[src/rtl/wb_pkg.sv]
// rtl/wb_pkg.sv - shared types and helpers for the write-back arbiter
package wb_pkg;

  localparam int REG_ADDR_W = 5;
  localparam int DATA_W     = 32;
  localparam int NUM_REGS   = 1 << REG_ADDR_W;

  typedef struct packed {
    logic [REG_ADDR_W-1:0] dest;
    logic [DATA_W-1:0]     data;
  } wb_entry_t;

  typedef enum logic [1:0] {
    WB_NONE,
    WB_ALU,
    WB_LONG
  } wb_src_t;

  // One-hot mask for a register address, used by the pending scoreboard.
  function automatic logic [NUM_REGS-1:0] regMask(input logic [REG_ADDR_W-1:0] r);
    regMask = NUM_REGS'(1) << r;
  endfunction

endpackage

[src/rtl/wb_fifo.sv]
// rtl/wb_fifo.sv - synchronous FIFO of write-back entries for long-latency results
module wb_fifo
  import wb_pkg::*;
#(
  parameter int DEPTH = 4,
  localparam int AW = $clog2(DEPTH),
  localparam int CW = AW + 1
) (
  input  logic          CLK,
  input  logic          RST,
  input  logic          push,
  input  wb_entry_t     pushEntry,
  input  logic          pop,
  output wb_entry_t     head,
  output logic [CW-1:0] count,
  output logic          full,
  output logic          empty
);

  wb_entry_t   mem [DEPTH];
  logic [AW-1:0] wrPtr;
  logic [AW-1:0] rdPtr;
  logic          doPush;
  logic          doPop;

  assign full   = (count == CW'(DEPTH));
  assign empty  = (count == '0);
  assign doPush = push && !full;
  assign doPop  = pop && !empty;
  assign head   = mem[rdPtr];

  // Pointers wrap naturally because DEPTH is a power of two.
  always_ff @(posedge CLK) begin
    if (!RST) begin
      wrPtr <= '0;
      rdPtr <= '0;
      count <= '0;
    end else begin
      if (doPush) wrPtr <= wrPtr + AW'(1);
      if (doPop)  rdPtr <= rdPtr + AW'(1);
      case ({doPush, doPop})
        2'b10:   count <= count + CW'(1);
        2'b01:   count <= count - CW'(1);
        default: count <= count;
      endcase
    end
  end

  always_ff @(posedge CLK) begin
    if (doPush) mem[wrPtr] <= pushEntry;
  end

endmodule

[src/rtl/wb_arbiter.sv]
// rtl/wb_arbiter.sv - register-file write-back arbiter merging ALU and long-latency results
module wb_arbiter
  import wb_pkg::*;
#(
  parameter int DEPTH      = 4,
  parameter int STARVE_MAX = 8
) (
  input  logic                  CLK,
  input  logic                  RST,
  input  logic                  AluValid,
  input  logic [REG_ADDR_W-1:0] AluReg,
  input  logic [DATA_W-1:0]     AluData,
  output logic                  AluStall,
  input  logic                  LongIssue,
  input  logic [REG_ADDR_W-1:0] LongIssueReg,
  input  logic                  LongValid,
  input  logic [REG_ADDR_W-1:0] LongRetReg,
  input  logic [DATA_W-1:0]     LongRetData,
  output logic                  LongReady,
  output logic                  RegWre,
  output logic [REG_ADDR_W-1:0] WriteReg,
  output logic [DATA_W-1:0]     WriteData,
  output logic [NUM_REGS-1:0]   Pending,
  output logic                  WawErr
);

  localparam int CW = $clog2(DEPTH) + 1;
  localparam int SW = $clog2(STARVE_MAX + 1);
  localparam logic [SW-1:0] STARVE_LIM = SW'(STARVE_MAX);

  wb_entry_t     fifoHead;
  wb_entry_t     pushEntry;
  logic [CW-1:0] fifoCount;
  logic          fifoFull;
  logic          fifoEmpty;
  logic          pushFifo;
  logic          popFifo;

  wb_src_t             src;
  logic [SW-1:0]       starveCnt;
  logic [SW-1:0]       starveNext;
  logic [NUM_REGS-1:0] pendingNext;

  assign pushEntry = '{dest: LongRetReg, data: LongRetData};
  assign pushFifo  = LongValid && !fifoFull && (LongRetReg != '0);
  assign LongReady = (fifoCount < CW'(DEPTH));
  assign popFifo   = (src == WB_LONG);

  wb_fifo #(.DEPTH(DEPTH)) u_fifo (
    .CLK       (CLK),
    .RST       (RST),
    .push      (pushFifo),
    .pushEntry (pushEntry),
    .pop       (popFifo),
    .head      (fifoHead),
    .count     (fifoCount),
    .full      (fifoFull),
    .empty     (fifoEmpty)
  );

  // A starved FIFO head preempts the ALU; otherwise the ALU has priority.
  always_comb begin
    src      = WB_NONE;
    AluStall = 1'b0;
    if (!fifoEmpty && starveCnt == STARVE_LIM) begin
      src      = WB_LONG;
      AluStall = AluValid;
    end else if (AluValid && AluReg != '0) begin
      src = WB_ALU;
    end else if (!fifoEmpty) begin
      src = WB_LONG;
    end
  end

  always_comb begin
    starveNext = starveCnt;
    if (fifoEmpty || popFifo) begin
      starveNext = '0;
    end else if (src == WB_ALU && starveCnt != STARVE_LIM) begin
      starveNext = starveCnt + SW'(1);
    end
  end

  // Set is applied after clear so a same-cycle reissue keeps the bit.
  always_comb begin
    pendingNext = Pending;
    if (popFifo) pendingNext = pendingNext & ~regMask(fifoHead.dest);
    if (LongIssue && LongIssueReg != '0) pendingNext = pendingNext | regMask(LongIssueReg);
    pendingNext[0] = 1'b0;
  end

  always_ff @(posedge CLK) begin
    if (!RST) begin
      starveCnt <= '0;
      RegWre    <= 1'b0;
      WriteReg  <= '0;
      WriteData <= '0;
      Pending   <= '0;
      WawErr    <= 1'b0;
    end else begin
      starveCnt <= starveNext;
      Pending   <= pendingNext;
      RegWre    <= (src != WB_NONE);
      if (src == WB_ALU) begin
        WriteReg  <= AluReg;
        WriteData <= AluData;
        if (Pending[AluReg]) WawErr <= 1'b1;
      end else if (src == WB_LONG) begin
        WriteReg  <= fifoHead.dest;
        WriteData <= fifoHead.data;
      end
    end
  end

endmodule

[config.mk]
export PLATFORM = sky130hd
export DESIGN_NAME = wb_arbiter
export DESIGN_NICKNAME = d
export VERILOG_FILES = /design/src/rtl/wb_pkg.sv /design/src/rtl/wb_fifo.sv /design/src/rtl/wb_arbiter.sv
export SDC_FILE = /design/constraint.sdc
export NUM_CORES = 1
export LEC_CHECK = 0
export CAP_MARGIN = 40
export CORE_ASPECT_RATIO = 1.75
export CORE_UTILIZATION = 57
export CTS_CLUSTER_DIAMETER = 40
export CTS_CLUSTER_SIZE = 28
export DETAILED_ROUTE_END_ITERATION = 12
export GPL_TIMING_DRIVEN = 0
export HOLD_SLACK_MARGIN = 0.06
export PLACE_DENSITY_LB_ADDON = 0.15
export SLEW_MARGIN = 20
export SYNTH_ARGS = -nofsm -noshare
export SYNTH_HDL_FRONTEND = slang
export SYNTH_SLANG_ARGS = --single-unit
[constraint.sdc]
create_clock -name CLK -period 7.3 [get_ports CLK]
set_clock_uncertainty 0.2 [all_clocks]
set_input_delay 0.73 -clock CLK [delete_from_list [all_inputs] [get_ports CLK]]
set_output_delay 0.73 -clock CLK [all_outputs]
set_load 0.05 [all_outputs]
==> summary.txt <==
Run status
  – Outcome: finished, final reports clean

Floorplan
  – Num rows: 61
  – DIE HEIGHT: around 170 um
  – Die area: between 15000 and 20000 um^2
  – I/O pin count: 157
  – Die W: 99.1 um
  – Total core area: around 16000 um^2
  – Starting density of the core: about three fifths

Critical path
  – Critical Path RT: 7450 ps
  – Crit path from: AluReg[1]
  – Worst R2R Path Depth: 9
  – Crit Path Max Fanout: 10
  – Worst Path Arrival: 4650 ps
  – Worst R2R End: WriteData[5]
  – Critical path class: in -> reg
  – Endpoint class of the critical path: flop
  – Worst Setup Start Kind: input port
  – R2r setup slk: between 3000 and 4000 ps
  – RR Startpoint: u_fifo.count[0]

Clock tree
  – Clk slew on worst S/H paths: roughly 80 ps
  – CTS Buf Count: 18
  – CTS Buffer Depth: 3
  – CTS H-tree lvls: 1
  – CTS root buf: clkbuf_16
  – Cts hold-fix bufs: 0
  – Worst-Skew Late Latency: 500 ps
  – PostCTS Resize Cnt: 0
  – Postcts setup bufs: 0
  – CTS tree: done
  – Clock Sink Count: around 230

Cells and area
  – Layout Nets: 908
  – Register area: roughly 6000 um^2
  – Ant diodes: 0
  – Fillers: roughly 1000
  – Synthesis-to-finish area growth: 27.0%
  – Area of the multi-input gates: 3130 um^2
  – Fraction of layout cells with a size suffix above 1: between 15 and 20%

Place
  – Detail Placement HPWL: 15000 um
  – Final Wtd Congestion: between 0.9 and 1
  – Port Buffer Count: ~150

Hold path
  – WHS Endpoint: Pending[1]
  – Hold path startpoint: Pending[1]
  – Worst Hold Depth: 2
  – Min-delay worst type: reg -> reg

GRT
  – Vias in the first global route: roughly 6300
  – Met3 GRT Util: ~2.9%
  – Met1 GRT Util: roughly 28%
  – Grt ovf: 0
  – Largest net degree at the start of global routing: 26
  – GR peak layer: met2
  – GR Util All Layers: between 20% and 30%
  – Initial antenna violation count: 0
  – Met2 Track Usage GR: approximately half
  – First-pass GRT wire length: about 33000 um

Logic synthesis
  – Yosys warns: 0
  – Async SR Flop Fraction: 0%
  – Mean post-synth cell area: roughly 15 um^2
  – Net Count, Synth: between 700 and 800
  – Cells after Synth: around 630
  – Number of flops mapped to enable cells by yosys: roughly 150
  – Sequential area share after synthesis: between 60% and 70%
  – Top FF cell, synth: edfxtp_1
  – #FFs+latches synth: between 200 and 250
  – Count of unique library cells instantiated by Yosys: 47
  – Netlist Area Pre-Place: between 9000 and 10000 um^2

Timing
  – Sum of negative setup slack: 0 ps
  – Minimum clock period: 4500 ps
  – Crit share post-route: between 60 and 70%
  – Max-slew headroom: 44.5%
  – Fmax: roughly 220 MHz
  – Max Slew Vio Count: 0
  – RSZ-0062 raised after global routing: false
  – Worst-Margin Slew: between 800 and 900 ps
  – Final hold viol count: 0
  – Final setup viols: 0

Detailed routing
  – 1st-iter DRT viols: between 300 and 400
  – DR vias/cell: between 5 and 6
  – Final wirelength: 21400 um
  – DRC: 0
  – Antenna-violating nets left: 0
  – Via count: ~6100
  – DRT Pass-1 Iters: 5
  – Detailed-route wire length per cell: ~21 um

Power and ir drop
  – Overall power: between 0.003 and 0.004 W
  – P_leak: 4.08 nW
  – Power density cells: approximately 260 nW/um^2
  – Maximum VDD drop: about 0.25 mV

Job
  – Max cap viols: 0
-- layer usage --
| layer | share of wire, % | vias up | wire [um] |
|---|---|---|---|
| met5 | 0 | - | 0 |
| met4 | 3.5 | 0 | 745 |
| met3 | 5.1 | 51 | 1090 |
| met2 | 56 | 234 | 12000 |
| met1 | 35 | 3024 | 7550 |
| li1 | - | 2745 | - |
-- how the worst max path moves through the flow --
stage / end / cells after the start / slack [ps]
2_1_floorplan: u_fifo.count[2] / 14 / 3650
3_3_place_gp: WriteData[8] / 11 / 2430
3_5_place_dp: WriteData[5] / 11 / 2320
4_1_cts: WriteData[5] / 11 / 2800
5_1_grt: WriteData[10] / 11 / 2580
6_report: WriteData[5] / 11 / 2800
-- state kept, by name, summed over array words and instances, names as in the netlist, 2 cells and up, named ones only --
signal	count
u_fifo.rdPtr	2
u_fifo.wrPtr	2
u_fifo.mem	148
Pending	31
WriteData	32
starveCnt	4
u_fifo.count	3
WriteReg	5
-- stage by stage --
stage                     hold WS (ps)  setup slack [ps]  cell area (um^2)  instances  util (%)
final                              297              2800             12000       1014      74.6
after CTS                          299              2800             11900       1012      74.5
after detailed placement           284              2320             11300        980      70.5
after global placement             272              2430             11200        976      69.8
after floorplan                    266              3650              9410        634         -
after global routing               322              2580             12000       1014      74.6
-- report_power, final --
part           internal (W)  leakage, nW  switching [W]  total, W
logic              0.000246         1.74       0.000337  0.000583
clock network      0.000544        0.312       0.000494   0.00104
registers           0.00148         2.04      0.0000347   0.00151
-- cells in the final DEF, fill, tap and decap left out, types with 2 or more instances in the layout --
master / count
and2_2: 4
nand3b_1: 2
buf_2: 4
xor2_1: 5
nand4b_1: 4
buf_16: 4
buf_1: 3
mux2_2: 39
edfxtp_1: 148
nand4_1: 2
or3_1: 3
inv_6: 3
and2_1: 4
xnor2_1: 3
a21oi_1: 35
buf_6: 3
nand2b_1: 6
ha_1: 10
clkbuf_8: 2
clkbuf_16: 20
nor4_1: 2
o21ai_1: 3
dfxtp_1: 83
nor3b_1: 4
o21ai_0: 29
nand4bb_1: 3
nand2_1: 28
o221ai_1: 2
nand3_1: 12
nor2b_1: 5
clkbuf_1: 24
inv_12: 3
clkdlybuf4s50_1: 153
mux4_2: 42
and3_1: 3
or2_2: 2
nor2_1: 53
inv_1: 11
mux2i_1: 40
-- cells by family after synthesis --
group / Yosys count / share of synthesized area (%)
muxes: 121 / 19.0
buffers and inverters: 45 / 1.97
other: 1 / 0.0398
AOI/OAI and AO/OA: 74 / 4.21
DFF: 231 / 64.9
and+or+nand+nor: 143 / 7.67
adders and majority gates: 11 / 1.54
xor gates and xnor gates: 8 / 0.744
-- critical path: stages --
cell and delay (ps):
clkdlybuf4s50_1 490, clkbuf_1 570, or2_2 260, nor4_1 60
nor3b_1 390, inv_1 120, ha_1 350, clkbuf_1 620
buf_1 690, mux2i_1 290, nor2_1 70
-- cells in the mapped netlist, types with 2 or more instances --
| cell type | count | area [um^2] |
|---|---|---|
| a21oi_1 | 35 | 175 |
| and2_1 | 8 | 50.1 |
| and3_1 | 3 | 18.8 |
| buf_1 | 3 | 11.3 |
| buf_2 | 4 | 20.0 |
| clkbuf_1 | 24 | 90.1 |
| dfxtp_1 | 83 | 1660 |
| edfxtp_1 | 148 | 4440 |
| ha_1 | 10 | 125 |
| inv_1 | 11 | 41.3 |
| mux2_2 | 39 | 439 |
| mux2i_1 | 40 | 400 |
| mux4_2 | 42 | 946 |
| nand2_1 | 28 | 105 |
| nand2b_1 | 6 | 37.5 |
| nand3_1 | 12 | 60.1 |
| nand3b_1 | 2 | 15.0 |
| nand4_1 | 2 | 12.5 |
| nand4b_1 | 4 | 35.0 |
| nand4bb_1 | 3 | 33.8 |
| nor2_1 | 53 | 199 |
| nor2b_1 | 5 | 31.3 |
| nor3b_1 | 4 | 30.0 |
| nor4_1 | 2 | 12.5 |
| o21ai_0 | 29 | 145 |
| o21ai_1 | 3 | 15.0 |
| o221ai_1 | 2 | 17.5 |
| or2_2 | 2 | 12.5 |
| or3_1 | 3 | 18.8 |
| xnor2_1 | 3 | 26.3 |
| xor2_1 | 5 | 43.8 |
-- layout make-up --
class	count	share of cell area, %
Buffer	33	1.17
Multi-Input combinational cell	358	26.2
Inverter	12	0.377
Clock inverter	10	0.921
Sequential cell	231	51.1
Timing Repair Buffer	159	13.9
Clock buffer	22	4.42
Tap cell	189	1.98
Note: power is estimated with default switching activity, not from simulation.
